==> config.mk <==
export PLATFORM = sky130hd
export DESIGN_NAME = fb_write_sched
export DESIGN_NICKNAME = d
export VERILOG_FILES = /design/src/rtl/fb_write_sched.sv
export SDC_FILE = /design/constraint.sdc
export NUM_CORES = 1
export LEC_CHECK = 0
export BUFFER_PORTS_ARGS = -buffer_cell sky130_fd_sc_hd__buf_2
export CAP_MARGIN = 25
export CORE_MARGIN = 2
export CORE_UTILIZATION = 40
export CTS_BUF_LIST = sky130_fd_sc_hd__clkbuf_4 sky130_fd_sc_hd__clkbuf_8 sky130_fd_sc_hd__clkbuf_16
export DETAILED_ROUTE_END_ITERATION = 12
export GPL_TIMING_DRIVEN = 0
export PLACE_DENSITY = 0.58
export REMOVE_ABC_BUFFERS = 1
export SLEW_MARGIN = 40
export SYNTH_ARGS = -nofsm -noshare
export SYNTH_HDL_FRONTEND = slang
export SYNTH_SLANG_ARGS = --single-unit
export TNS_END_PERCENT = 5
==> constraint.sdc <==
create_clock -name clk -period 3.9 [get_ports clk]
set_clock_uncertainty 0.1 [all_clocks]
set_input_delay 0.585 -clock clk [delete_from_list [all_inputs] [get_ports clk]]
set_output_delay 0.585 -clock clk [all_outputs]
set_load 0.05 [all_outputs]
==> src/rtl/fb_write_sched.sv <==
// Framebuffer write-port scheduler: round-robin between the command byte
// stream and a rectangle-fill engine, one RAM write per clock.
// Optional feature macro: FB_VBLANK_GATE_EN (grants only while vblank=1).
module fb_write_sched #(
  parameter int unsigned ADDR_W = 16,
  parameter int unsigned DATA_W = 8
) (
  input  logic              clk,
  input  logic              rst,
`ifdef FB_VBLANK_GATE_EN
  input  logic              vblank,
`endif
  input  logic              s_valid,
  output logic              s_ready,
  input  logic [ADDR_W-1:0] s_addr,
  input  logic [DATA_W-1:0] s_data,
  input  logic              fill_start,
  input  logic              fill_abort,
  input  logic [7:0]        fill_x0,
  input  logic [7:0]        fill_y0,
  input  logic [8:0]        fill_w,
  input  logic [8:0]        fill_h,
  input  logic [DATA_W-1:0] fill_color,
  output logic              fill_busy,
  output logic              fill_done,
  output logic              ram_we,
  output logic [ADDR_W-1:0] ram_waddr,
  output logic [DATA_W-1:0] ram_wdata
);

  localparam int unsigned COORD_W = 8;
  localparam int unsigned CNT_W   = 9;

  typedef enum logic [1:0] {ST_IDLE, ST_RUN, ST_DONE} state_e;

  // last_grant encoding: 1 = fill, 0 = stream
  localparam logic LG_FILL   = 1'b1;
  localparam logic LG_STREAM = 1'b0;

  state_e              state_q, state_d;
  logic [CNT_W-1:0]    col_q, col_d, row_q, row_d;
  logic [CNT_W-1:0]    w_q, w_d, h_q, h_d;
  logic [COORD_W-1:0]  x0_q, x0_d, y0_q, y0_d;
  logic [DATA_W-1:0]   color_q, color_d;
  logic                last_grant_q, last_grant_d;
  logic                ram_we_q, ram_we_d;
  logic [ADDR_W-1:0]   ram_waddr_q, ram_waddr_d;
  logic [DATA_W-1:0]   ram_wdata_q, ram_wdata_d;

  logic                gate_c;
  logic                grant_s_c, grant_f_c;
  logic [COORD_W-1:0]  fill_x_c, fill_y_c;

`ifdef FB_VBLANK_GATE_EN
  assign gate_c = vblank;
`else
  assign gate_c = 1'b1;
`endif

  // Arbitration: single requester wins; on a tie the one not granted last wins
  always_comb begin
    grant_s_c = 1'b0;
    grant_f_c = 1'b0;
    if (gate_c) begin
      if (s_valid && (state_q != ST_RUN || last_grant_q == LG_FILL)) begin
        grant_s_c = 1'b1;
      end else if (state_q == ST_RUN) begin
        grant_f_c = 1'b1;
      end
    end
  end

  // Fill pixel coordinates wrap within the 256x256 plane
  assign fill_x_c = x0_q + COORD_W'(col_q);
  assign fill_y_c = y0_q + COORD_W'(row_q);

  assign s_ready   = grant_s_c;
  assign fill_busy = (state_q != ST_IDLE);
  assign fill_done = (state_q == ST_DONE) && !fill_abort;
  assign ram_we    = ram_we_q;
  assign ram_waddr = ram_waddr_q;
  assign ram_wdata = ram_wdata_q;

  // Fill FSM next state, raster counters and RAM write register next values
  always_comb begin
    state_d      = state_q;
    col_d        = col_q;
    row_d        = row_q;
    w_d          = w_q;
    h_d          = h_q;
    x0_d         = x0_q;
    y0_d         = y0_q;
    color_d      = color_q;
    last_grant_d = last_grant_q;
    ram_we_d     = 1'b0;
    ram_waddr_d  = ram_waddr_q;
    ram_wdata_d  = ram_wdata_q;

    case (state_q)
      ST_IDLE: begin
        if (fill_start) begin
          x0_d    = fill_x0;
          y0_d    = fill_y0;
          w_d     = fill_w;
          h_d     = fill_h;
          color_d = fill_color;
          col_d   = '0;
          row_d   = '0;
          state_d = (fill_w == '0 || fill_h == '0) ? ST_DONE : ST_RUN;
        end
      end
      ST_RUN: begin
        if (grant_f_c) begin
          if (col_q == w_q - CNT_W'(1)) begin
            col_d = '0;
            row_d = row_q + CNT_W'(1);
            if (row_q == h_q - CNT_W'(1)) begin
              state_d = ST_DONE;
            end
          end else begin
            col_d = col_q + CNT_W'(1);
          end
        end
      end
      ST_DONE: begin
        state_d = ST_IDLE;
      end
      default: begin
        state_d = ST_IDLE;
      end
    endcase

    if (fill_abort && state_q != ST_IDLE) begin
      state_d = ST_IDLE;
    end

    if (grant_s_c) begin
      ram_we_d     = 1'b1;
      ram_waddr_d  = s_addr;
      ram_wdata_d  = s_data;
      last_grant_d = LG_STREAM;
    end else if (grant_f_c) begin
      ram_we_d     = 1'b1;
      ram_waddr_d  = ADDR_W'({fill_y_c, fill_x_c});
      ram_wdata_d  = color_q;
      last_grant_d = LG_FILL;
    end
  end

  // State and output registers
  always_ff @(posedge clk or negedge rst) begin
    if (!rst) begin
      state_q      <= ST_IDLE;
      col_q        <= '0;
      row_q        <= '0;
      w_q          <= '0;
      h_q          <= '0;
      x0_q         <= '0;
      y0_q         <= '0;
      color_q      <= '0;
      last_grant_q <= LG_FILL;
      ram_we_q     <= 1'b0;
      ram_waddr_q  <= '0;
      ram_wdata_q  <= '0;
    end else begin
      state_q      <= state_d;
      col_q        <= col_d;
      row_q        <= row_d;
      w_q          <= w_d;
      h_q          <= h_d;
      x0_q         <= x0_d;
      y0_q         <= y0_d;
      color_q      <= color_d;
      last_grant_q <= last_grant_d;
      ram_we_q     <= ram_we_d;
      ram_waddr_q  <= ram_waddr_d;
      ram_wdata_q  <= ram_wdata_d;
    end
  end

endmodule
; Yosys cells after proc, flatten, opt, wreduce, memory -nomap -nowiden
; Cells that the tools add are included.
[word_totals]
ff_bits = 88
input_bits = 71
[classes]
n_addsub = 6
n_eq_ne = 12
n_mux = 25
reduce_logical = 16
[op_table]
columns = cell, n
row1 = 9-bit 2-to-1 mux, 5
row2 = 9-bit case mux with 2 select lines, 2
row3 = 16-bit 2-to-1 mux, 2
row4 = "9-bit by 1-bit adder with 9-bit output, second input constant", 2
row5 = 9-bit == test, 2
row6 = 9-bit logical NOT, 2
row7 = "9-bit by 1-bit subtractor with 9-bit output, second input constant", 2
row8 = 8-bit adder, 2
row9 = 8-bit 2-to-1 mux, 2
row10 = 2-bit 2-to-1 mux, 6
row11 = 4-bit AND reduction, 2
row12 = 1-bit 2-to-1 mux, 7
row13 = "3-bit by 1-bit != test with 1-bit output, second input constant", 2
row14 = 2-bit nonzero test, 3
row15 = "2-bit by 1-bit != test with 1-bit output, second input constant", 2
row16 = "2-bit != test, second input constant", 2
row17 = 2-bit case mux with 2 select lines, 1
row18 = 1-bit logical AND, 3
row19 = "3-bit by 2-bit != test with 1-bit output, second input constant", 1
row20 = "3-bit != test, second input constant", 1
row21 = 3-bit AND reduction, 1
row22 = "2-bit by 1-bit == test with 1-bit output, second input constant", 1
row23 = "2-bit == test, second input constant", 1
row24 = 2-bit logical NOT, 1
row25 = other kinds (3), 4

; Depth between registers and ports, before layout
; Gate-level depths: netlist of run 1.
[depth]
word_depth = 7
mapped_depth = 11
depth_no_buf = 10

; Least setup slack after synthesis of run 1
; OpenSTA, ideal clock, no wires.
[synth_path]
path_kind = register to register
from = register w_q[0]
to = register row_q[4]
setup_time_ns = 0.078
arrival_ns = 2.885
path_slack_ns = 0.837
stages_incl_launch_ff = 12
period_less_slack_ns = 3.063
cell_sequence = dfrtp_1 > inv_1 > ha_1 > or3b_1 > buf_2 > or4_4 > a211oi_2 > a31oi_2 > or2_1 > buf_6 > or3_1 > a21oi_1
[synth_between]
elab_chain_cells = 4
[synth_rtl]
columns = element, line_no
row1 = from (decl), 42  ; logic [CNT_W-1:0] w_q, w_d, h_q, h_d;
row2 = from (signal assigned), 169  ; w_q <= w_d;
row3 = 9-bit by 1-bit subtractor with 9-bit output, 114  ; if (col_q == w_q - CNT_W'(1)) begin
row4 = 9-bit == test, 114
row5 = 2-bit by 1-bit != test with 1-bit output (no line), n/a
row6 = 4-bit AND reduction (no line), n/a
row7 = to (signal assigned), 168  ; row_q <= row_d;
row8 = to (decl), 41  ; logic [CNT_W-1:0] col_q, col_d, row_q, row_d;
; No other way between the ends.
; A chain may end at the register's enable or synchronous reset.

; Worst setup path in the final report of run 1
[layout_path]
from = register state_q[0]
to = output s_ready
[layout_between]
elab_chain_cells = 4
[layout_rtl]
columns = element, line_no
row1 = from (decl), 40  ; state_e state_q, state_d;
row2 = from (signal assigned), 166  ; state_q <= state_d;
row3 = 2-bit by 1-bit != test with 1-bit output, 65  ; if (s_valid && (state_q != ST_RUN || last_grant_q == LG_FILL)) begin
row4 = 1-bit logical OR, 65
row5 = 1-bit logical AND, 65
row6 = 1-bit 2-to-1 mux, 65
row7 = to (decl), 14  ; output logic s_ready,
; No other way between the ends.

==> results.md, run 1 <==
- Status: complete, no violations
- Die extent in x: 115 um
- Final Cycle Share: 0.957
- Max stage delay on crit path: 0.55 ns
- Drt wl/cell: 15.7 um
- Reg clk slew, reported paths: 0.06 ns
- Worst EP required: 3.21 ns
- Achievable Freq: 0.268 GHz
- Worst path cell trace: nor2b_2, nand2_1, nand2_2, clkinv_1, buf_2
- Post-synthesis cell area: 4920 um^2
- Number of synthesized flops with an enable pin: 0
- Max-cap viol count: 0
- Max H-tree Level: 3
- Die area: 13200 um^2
- Total grt overflow: 0
- Peak VDD IR: 183 uV
- Min-delay worst type: input pin to asynchronous set/reset pin
- Cells after DPL: 785
- Gr usage total: 0.198
- Kind of critical path: flop to primary output
- GR Util met1: 0.276
- Register area share after synthesis: 0.448
- Number of synthesized register bits: 88
- Avg Inst Size Synth: 8.75 um^2
- YS warnings: 0
- Met2 usage: 0.320
- Buf+Inv Stages, Crit Path: 2
- Initial antenna violation count: 0
- Sequential Area: 2200 um^2
- Diodes inserted: 0
- GP Congestion: 0.776
- DR vias: 4232
- Final setup viols: 0
- Initial Util: 0.409
- Pwr dens: 601 nW/um^2
- Cell taking the most area after synthesis: dfrtp_1
- Post-synth top cells: nand2_1, dfrtp_1, a21oi_1, nor2_1, o21ai_0
- Setup Fix Bufs, Post-CTS: 0
- Top cells by area, synth: dfrtp_1, nand2_1, ha_1, xnor2_1, a21oi_1
- Remaining DRCs: 0
- CTS tree: built
- Slowest cell on crit path: nand2_2
- LEAKAGE: 2.90 nW
- Num CTS Buffers: 9
- Fin util: 0.491
- Post-route ant nets: 0
- Met3 usage: 0.0364
- CTS Hold Buffers Added: 0
- DR vias/cell: 5.28
- CTS sink count: 88
- Worst slew margin: 0.554
- Nets@finish: 740
- Filler cell count: 1166
- Core ar.: 12000 um^2
- Syn Inst Count: 562
- DP Area: 5580 um^2
- Area used by multi-input combinational logic: 2550 um^2
- RSZ-0062 raised after global routing: false
- Port buffer count: 98
- Crit Path Max Fanout: 24
- Synth cell types: 61
- Clock Latency Late Sink: 0.34 ns
- Slew @ Worst Pin: 0.652 ns
- Min cycle time layout: 3.73 ns
- Largest net degree at the start of global routing: 55
- Number of gates resized after CTS: 2
- Dpl hpwl: 9200 um
- Drt total wl: 12600 um
- Final total power: 3.54 mW
- Final hold violations: 0
- # rows: 40
- Setup crit end kind: primary output
- Slew Limit Fails: 0
- IO Pins: 99
- CTS Root Cell: clkbuf_16
- Critical path's top delay family: simple AND/OR/NAND/NOR gates
- Crit path launch type: flop
- P&R area growth vs syn: 19.9%
- Die H: 115 um
- Most common cell in the netlist: nand2_1
- Busiest layer in global routing: met2
- Post-route cell area: 5890 um^2
- First-pass GRT wire length: 20700 um
- DR iter-0 viols: 263
- Ys flop type: dfrtp_1
- Number of global-route vias before repair: 4140
- Ys async rst share: 1.00
- Drt first pass iters: 4
- Post-synth top area share: 0.443
- Crit path DAT: 3.05 ns
- Post-route insts no fill: 801
- Share of cells above drive strength 1: 0.197
- Longest Clk Path Bufs: 2
[flip-flops by register name, summed over array words and instances (netlist names)]
name and flops:
row_q 9, ram_we 1, col_q 9, y0_q 8
w_q 9, x0_q 8, ram_wdata 8, state_q 2
h_q 9, color_q 8, last_grant_q 1, ram_waddr 16
[per-layer routing]
layer | share of wire | wire [um]
met1 | 0.48 | 6000
met2 | 0.45 | 5670
met3 | 0.065 | 817
met4 | 0.0095 | 120
met5 | 0 | 0
[cell families after synthesis]
group,Yosys count,synth area share
fa+ha+maj,21,0.0560
buf+inv,45,0.0361
simple gates,243,0.223
compound gates,114,0.143
mux,12,0.0247
xor+xnor,39,0.0695
flops,88,0.448
[worst register-to-register path: stages (launching register included)]
cell	delay (ns)
dfrtp_1	0.41
nor2b_2	0.49
nand2_1	0.49
nand2_2	0.56
clkinv_1	0.43
nor4_1	0.42
nand4_1	0.16
nor3b_1	0.33
o32ai_1	0.12
[power by group]
group | switching [mW] | internal [mW]
sequential | 0.193 | 1.12
combinational | 0.865 | 0.449
clock | 0.358 | 0.554
[path summary, 6_finish.rpt]
path,startpoint,to,slack (ns),cells after the start
worst max-delay path,state_q[0]$_DFFE_PN0P_,s_ready,0.17,5
worst min-delay path,rst,color_q[2]$_DFFE_PN0P_,0.04,1
worst max register to register,state_q[0]$_DFFE_PN0P_,state_q[0]$_DFFE_PN0P_,0.25,8
worst min register to register,y0_q[0]$_DFFE_PN0P_,y0_q[0]$_DFFE_PN0P_,0.38,2
max in group asynchronous,rst,h_q[6]$_DFFE_PN0P_,3.07,2
min in group clk,fill_y0[4],y0_q[4]$_DFFE_PN0P_,0.33,3
[layout make-up]
cell class | instances | area share
tap | 147 | 0.0312
clock inverter | 2 | 0.00637
multi-input combinational | 429 | 0.432
clock buffer | 14 | 0.0467
timing repair buffer | 101 | 0.0970
sequential | 88 | 0.374
inverter | 20 | 0.0127
[metrics by stage]
| step | setup TNS (ns) | setup WS [ns] | hold WS (ns) |
|---|---|---|---|
| after floorplan | 0 | 0.626 | 0.189 |
| after CTS | 0 | 0.178 | 0.0405 |
| after global placement | -0.875 | -0.401 | 0.366 |
| after detailed placement | -1.01 | -0.441 | 0.373 |
| final | 0 | 0.170 | 0.0362 |
| after global routing | 0 | 0.00187 | 0.0597 |
[cells in the final DEF, fill, tap and decap left out, types with 6 or more instances in the layout]
cell,n
ha_1,18
o21ai_0,31
nand3_1,9
dfrtp_1,87
buf_2,97
nor2_1,32
nand4_1,6
nand2_1,133
mux2i_1,11
clkbuf_16,9
inv_1,19
xor2_1,16
xnor2_1,23
o22ai_1,11
nor3_1,18
a21oi_1,34
or3_1,7
(Power assumes the default switching activity.)
==> run 2: changes to the inputs <==
--- a/config.mk
+++ b/config.mk
@@ -5,6 +5,7 @@
 export SDC_FILE = /design/constraint.sdc
 export NUM_CORES = 1
 export LEC_CHECK = 0
+export ABC_AREA = 1
 export BUFFER_PORTS_ARGS = -buffer_cell sky130_fd_sc_hd__buf_2
 export CAP_MARGIN = 25
 export CORE_MARGIN = 2
==> results.md, run 2 <==
- Post-route insts no fill: 970 (+21%)
- Switching share of power: 0.464 (+0.0641)
- Worst EP required: 3.21 ns (about the same)
- CTS tree: built
- IO Pins: 99 (unchanged)
- Worst R2R Setup Slack: 1.00 ns (+0.75 ns)
- Post-synthesis cell area: 5220 um^2 (+6.2%)
- Synth cell types: 33 (-46%)
- Cells after DPL: 955 (+22%)
- DR iter-0 viols: 244 (-7.2%)
- LEAKAGE: 3.23 nW (+12%)
- Drt total wl: 12200 um (-3.2%)
- Port buffer count: 98 (unchanged)
- Number of gates resized after CTS: 0 (-2)
- Drt wl/cell: 12.6 um (-20%)
- Initial antenna violation count: 1 (+1)
- Post-route ant nets: 0 (unchanged)
- Cell taking the most area after synthesis: dfrtp_1
- Achievable Freq: 0.296 GHz (+11%)
- Ys flop type: dfrtp_1
- Setup Fix Bufs, Post-CTS: 0 (unchanged)
- Worst path cell trace: nand2_1, inv_2, nand2_1, nand2_1, inv_2, buf_2
- Nets@finish: 885 (+20%)
- CTS Root Cell: clkbuf_16
- Reg clk slew, reported paths: 0.06 ns (about the same)
- FF-to-FF path depth: 11 (+3)
- Die H: 118 um (+2.9%)
- Initial Util: 0.412 (+0.00270)
- Min cycle time layout: 3.37 ns (-0.357 ns)
- Clock Latency Late Sink: 0.34 ns (about the same)
- Post-synth top cells: nand2_1, dfrtp_1, inv_1, nand3_1, o21ai_0
- Slew Limit Fails: 0 (unchanged)
- Worst slew margin: 0.524 (-0.0305)
- Final hold violations: 0 (unchanged)
- DR vias: 4693 (+11%)
- First-pass GRT wire length: 21000 um (+1.5%)
- Filler cell count: 1320 (+13%)
- Syn Inst Count: 707 (+26%)
- Slew @ Worst Pin: 0.712 ns (+0.0609 ns)
- Ys async rst share: 1.00 (unchanged)
- Peak VDD IR: 263 uV (+43%)
- Top cells by area, synth: dfrtp_1, nand2_1, inv_1, nand3_1, o21ai_0
- Pwr dens: 735 nW/um^2 (+22%)
- CTS Hold Buffers Added: 0 (unchanged)
- Flop pwr share: 0.334 (-0.037)
- Post-route cell area: 6150 um^2 (+4.3%)
- Number of global-route vias before repair: 4573 (+10%)
- Most frequent cells in the layout: nand2_1, buf_2, dfrtp_1
- RSZ-0062 raised after global routing: false
- Number of synthesized flops with an enable pin: 0 (unchanged)
- Logic pwr share: 0.482 (+0.111)
- GP Congestion: 0.831 (+7.1%)
- Min-delay worst type: input pin to asynchronous set/reset pin
- Crit path DAT: 2.69 ns (-0.36 ns)
- Max-cap viol count: 0 (unchanged)
- CTS sink count: 88 (unchanged)
- Diodes inserted: 0 (unchanged)
- Buf+Inv Stages, Crit Path: 3 (+1)
- Largest net degree at the start of global routing: 61 (+11%)
- Post-synth top area share: 0.417 (-0.0258)
- Setup TNS Final: 0 ns (unchanged)
- R2R Path End: col_q[4]$_DFFE_PN0P_
- RR Startpoint: state_q[1]$_DFFE_PN0P_
- Clock power share: 0.184 (-0.074)
- YS warnings: 0 (unchanged)
- Total grt overflow: 0 (unchanged)
- Slowest cell on crit path: inv_2
- Die area: 14000 um^2 (+6.0%)
- Gr usage total: 0.182 (-0.0155)
- CP dominant cell by count: nand2_1
- Final Cycle Share: 0.865 (-0.0916)
- Critical path's top delay family: buffers and inverters
- Register area share after synthesis: 0.422 (-0.0261)
- Pint: 2.42 mW (+14%)
- Final setup viols: 0 (unchanged)
- Share of cells above drive strength 1: 0.174 (-0.0231)
- Die extent in x: 118 um (+2.9%)
- Remaining DRCs: 0 (unchanged)
- Avg Inst Size Synth: 7.38 um^2 (-16%)
- Crit path launch type: flop
- Status: complete, no violations
- Drt first pass iters: 4 (unchanged)
- Switching power: 2.10 mW (+48%)
- Dpl hpwl: 8990 um (-2.3%)
- Num CTS Buffers: 9 (unchanged)
- Crit Path Max Fanout: 30 (+25%)
- # rows: 41 (+2.5%)
- Longest Clk Path Bufs: 2 (unchanged)
- Setup crit end kind: primary output
- Max H-tree Level: 3 (unchanged)
- P&R area growth vs syn: 17.8%
- Max stage delay on crit path: 0.59 ns (+0.04 ns)
- Most common cell in the netlist: nand2_1
- Number of synthesized register bits: 88 (unchanged)
- DR vias/cell: 4.84 (-8.4%)
- Max reg flops: 16 (unchanged)
- DP Area: 5860 um^2 (+5.2%)
- Core ar.: 12700 um^2 (+5.5%)
- Commonest non-fill, non-tap cell in the layout: nand2_1
- Kind of critical path: flop to primary output
run 2: changes by cell type after synthesis, moves of 11 or more:
cell	change
inv_1	+52
nor3_1	-14
xnor2_1	-13
nor2_1	+12
mux2i_1	-11
nand3_1	+38
a21oi_1	-14
nand2_1	+122
o21ai_0	+16
run 2: layout make-up:
type | instances | area (um^2) | area share
clock buffer | 15 | 283 | 0.0460
inverter | 74 | 280 | 0.0456
multi-input combinational | 521 | 2620 | 0.427
sequential | 88 | 2200 | 0.358
tap | 172 | 215 | 0.0350
timing repair buffer | 100 | 544 | 0.0885
run 2: kinds of logic after synthesis:
family          after synthesis  share of synthesized area
flops                        88                      0.422
buf+inv                      98                     0.0757
xor+xnor                     32                     0.0537
simple gates                385                      0.307
compound gates               84                     0.0908
fa+ha+maj                    20                     0.0508
run 2: power groups by stage:
stage / combinational, mW / clock, mW / sequential (mW)
finish: 2.18 / 0.832 / 1.51
global route: 2.45 / 0.893 / 1.56
CTS: 2.20 / 0.856 / 1.51
detailed placement: 2.18 / 0 / 1.53
global placement: 2.13 / 0 / 1.52
floorplan: 1.23 / 0 / 1.92
run 2: how the worst max path moves through the flow:
stage,start,to,slack [ns],cells past startpoint
after CTS,state_q[0]$_DFFE_PN0P_,s_ready,0.46,6
final,state_q[0]$_DFFE_PN0P_,s_ready,0.53,6
after floorplan,state_q[0]$_DFFE_PN0P_,s_ready,1.40,5
after detailed placement,state_q[0]$_DFFE_PN0P_,s_ready,0.84,6
after global routing,state_q[1]$_DFFE_PN0P_,s_ready,0.32,7
after global placement,state_q[0]$_DFFE_PN0P_,s_ready,0.58,6
run 2: metrics by stage:
stage	hold WS, ns	util	power [mW]	setup slack (ns)
after floorplan	0.189	-	3.15	1.40
after global placement	0.360	0.458	3.65	0.575
after detailed placement	0.362	0.463	3.71	0.837
after CTS	0.0249	0.485	4.57	0.456
after global routing	0.0347	0.485	4.91	0.316
final	0.0176	0.485	4.52	0.527
run 2: per-layer routing:
layer	global-route usage	wire length [um]
met5	0	7
met4	0.0520	144
met3	0.0314	554
met2	0.304	5520
met1	0.243	5970
run 2: worst reg2reg max path: cells and delay by family (launching register included):
kind                      cells  cell delay (ns)
DFF                           1             0.38
xor gates and xnor gates      1             0.15
buffers and inverters         3             0.42
and+or+nand+nor               6             1.67
AOI/OAI and AO/OA             1             0.05
==> run 3: changes to the inputs <==
==> constraint.sdc (replaced) <==
create_clock -name clk -period 3.4 [get_ports clk]
set_clock_uncertainty 0.1 [all_clocks]
set_input_delay 0.51 -clock clk [delete_from_list [all_inputs] [get_ports clk]]
set_output_delay 0.51 -clock clk [all_outputs]
set_load 0.05 [all_outputs]
==> results.md, run 3 (synthesis results as in run 2) <==
- Diodes inserted: 0 (unchanged)
- Remaining DRCs: 0 (unchanged)
- Setup TNS Final: 0 ns (unchanged)
- Port buffer count: 98 (unchanged)
- # rows: 41 (unchanged)
- Total grt overflow: 0 (unchanged)
- Peak VDD IR: 301 uV (+14%)
- Core ar.: 12700 um^2 (unchanged)
- DP Area: 5860 um^2 (unchanged)
- LEAKAGE: 3.24 nW (+0.13%)
- DR vias/cell: 4.85 (+0.28%)
- Achievable Freq: 0.316 GHz
- Nets@finish: 886 (+0.11%)
- Slew Limit Fails: 0 (unchanged)
- Final WS setup: 0.230 ns (-0.296 ns)
- Crit path DAT: 2.56 ns (-0.13 ns)
- Reg clk slew, reported paths: 0.06 ns (about the same)
- RR Startpoint: state_q[1]$_DFFE_PN0P_
- P&R area growth vs syn: 18.0%
- Pwr dens: 842 nW/um^2 (+15%)
- Min cycle time layout: 3.17 ns
- Final total power: 5.19 mW (+15%)
- RSZ-0062 raised after global routing: false
- Post-route cell area: 6160 um^2 (+0.20%)
- Worst slew margin: 0.495 (-0.0284)
- Die area: 14000 um^2 (unchanged)
- Final hold violations: 0 (unchanged)
- Drt first pass iters: 4 (unchanged)
- DR iter-0 viols: 241 (-1.2%)
- Final Cycle Share: 0.932
- Number of global-route vias before repair: 4585 (+0.26%)
- Longest Clk Path Bufs: 2 (unchanged)
- Setup crit end kind: primary output
- GP Congestion: 0.831 (unchanged)
- R2R Path End: col_q[4]$_DFFE_PN0P_
- CTS tree: built
- First-pass GRT wire length: 21100 um (+0.13%)
- Max reg flops: 16 (unchanged)
- Drt wl/cell: 12.6 um (+0.21%)
- FF-to-FF path depth: 11 (unchanged)
- Gr usage total: 0.182 (+0.000206)
- Commonest non-fill, non-tap cell in the layout: nand2_1
- Final setup viols: 0 (unchanged)
- Die H: 118 um (unchanged)
- Filler cell count: 1320 (unchanged)
- Share of cells above drive strength 1: 0.174 (-0.000218)
- Num CTS Buffers: 9 (unchanged)
- Hold Startpoint: s_valid
- Worst EP required: 2.79 ns (-0.42 ns)
- Crit Path Max Fanout: 30 (unchanged)
- Max H-tree Level: 3 (unchanged)
- WHS Endpoint: last_grant_q$_DFFE_PN1P_
- Clock Latency Late Sink: 0.34 ns (about the same)
- CTS Root Cell: clkbuf_16
- Most frequent cells in the layout: nand2_1, buf_2, dfrtp_1
- CTS sink count: 88 (unchanged)
- Post-route ant nets: 0 (unchanged)
- DR vias: 4711 (+0.38%)
- Max-cap viol count: 0 (unchanged)
- Die extent in x: 118 um (unchanged)
- Drt total wl: 12200 um (+0.31%)
- Largest net degree at the start of global routing: 61 (unchanged)
- IO Pins: 99 (unchanged)
- Crit path launch type: flop
- Placement Setup Slack: 0.412 ns (-0.425 ns)
- Initial antenna violation count: 1 (unchanged)
- Setup Fix Bufs, Post-CTS: 0 (unchanged)
- Kind of critical path: flop to primary output
- Slew @ Worst Pin: 0.755 ns (+0.0425 ns)
- Worst R2R Setup Slack: 0.47 ns (-0.53 ns)
- Min-delay worst type: input pin to flop
- Hold path depth: 2
- Dpl hpwl: 8990 um (unchanged)
- Status: complete, no violations
- Initial Util: 0.412 (unchanged)
## run 3: report_power, final
group	internal, mW	switching, mW	total (mW)
Sequential	1.46	0.277	1.73
Clock	0.565	0.390	0.955
Combinational	0.758	1.74	2.50
Total	2.78	2.41	5.19
## run 3: final cells by class
cell class / instances / area (um^2) / share of cell area
flip-flops and latches: 88 / 2200 / 0.358
inverters: 74 / 283 / 0.0459
clock buffers: 15 / 283 / 0.0459
repair buffers: 101 / 554 / 0.0899
multi-input cells: 521 / 2620 / 0.426
well taps: 172 / 215 / 0.0349
## run 3: worst max-delay path by stage
stage                                 from       to
floorplan           state_q[0]$_DFFE_PN0P_  s_ready
global placement    state_q[0]$_DFFE_PN0P_  s_ready
detailed placement  state_q[0]$_DFFE_PN0P_  s_ready
CTS                 state_q[0]$_DFFE_PN0P_  s_ready
global route        state_q[1]$_DFFE_PN0P_  s_ready
finish              state_q[0]$_DFFE_PN0P_  s_ready
## run 3: critical path, stage by stage, from the launching register on
cell and delay [ns]:
dfrtp_1 0.39, nand2_1 0.35, inv_2 0.13, nand2_1 0.10, nand2_1 0.44, inv_4 0.46
buf_2 0.33
## run 3: stage by stage
step	cells	hold WS, ns	util
after global routing	971	0.254	0.486
after detailed placement	955	0.310	0.463
after floorplan	683	0.114	-
after global placement	953	0.360	0.458
after CTS	971	0.233	0.486
final	971	0.242	0.486
## run 3: routing by layer
metal	vias to the layer above	part of all wire	track usage
li1	2425	-	-
met1	2168	0.49	0.243
met2	106	0.45	0.305
met3	10	0.045	0.0314
met4	2	0.012	0.0520
met5	-	0.00057	0
## run 3: repair_timing
item | in CTS | in global routing
gates resized for setup | 0 | 2
endpoints found under the hold margin | 28 | 0
endpoints found under the setup margin | 0 | 1
hold buffers | 1 | 0
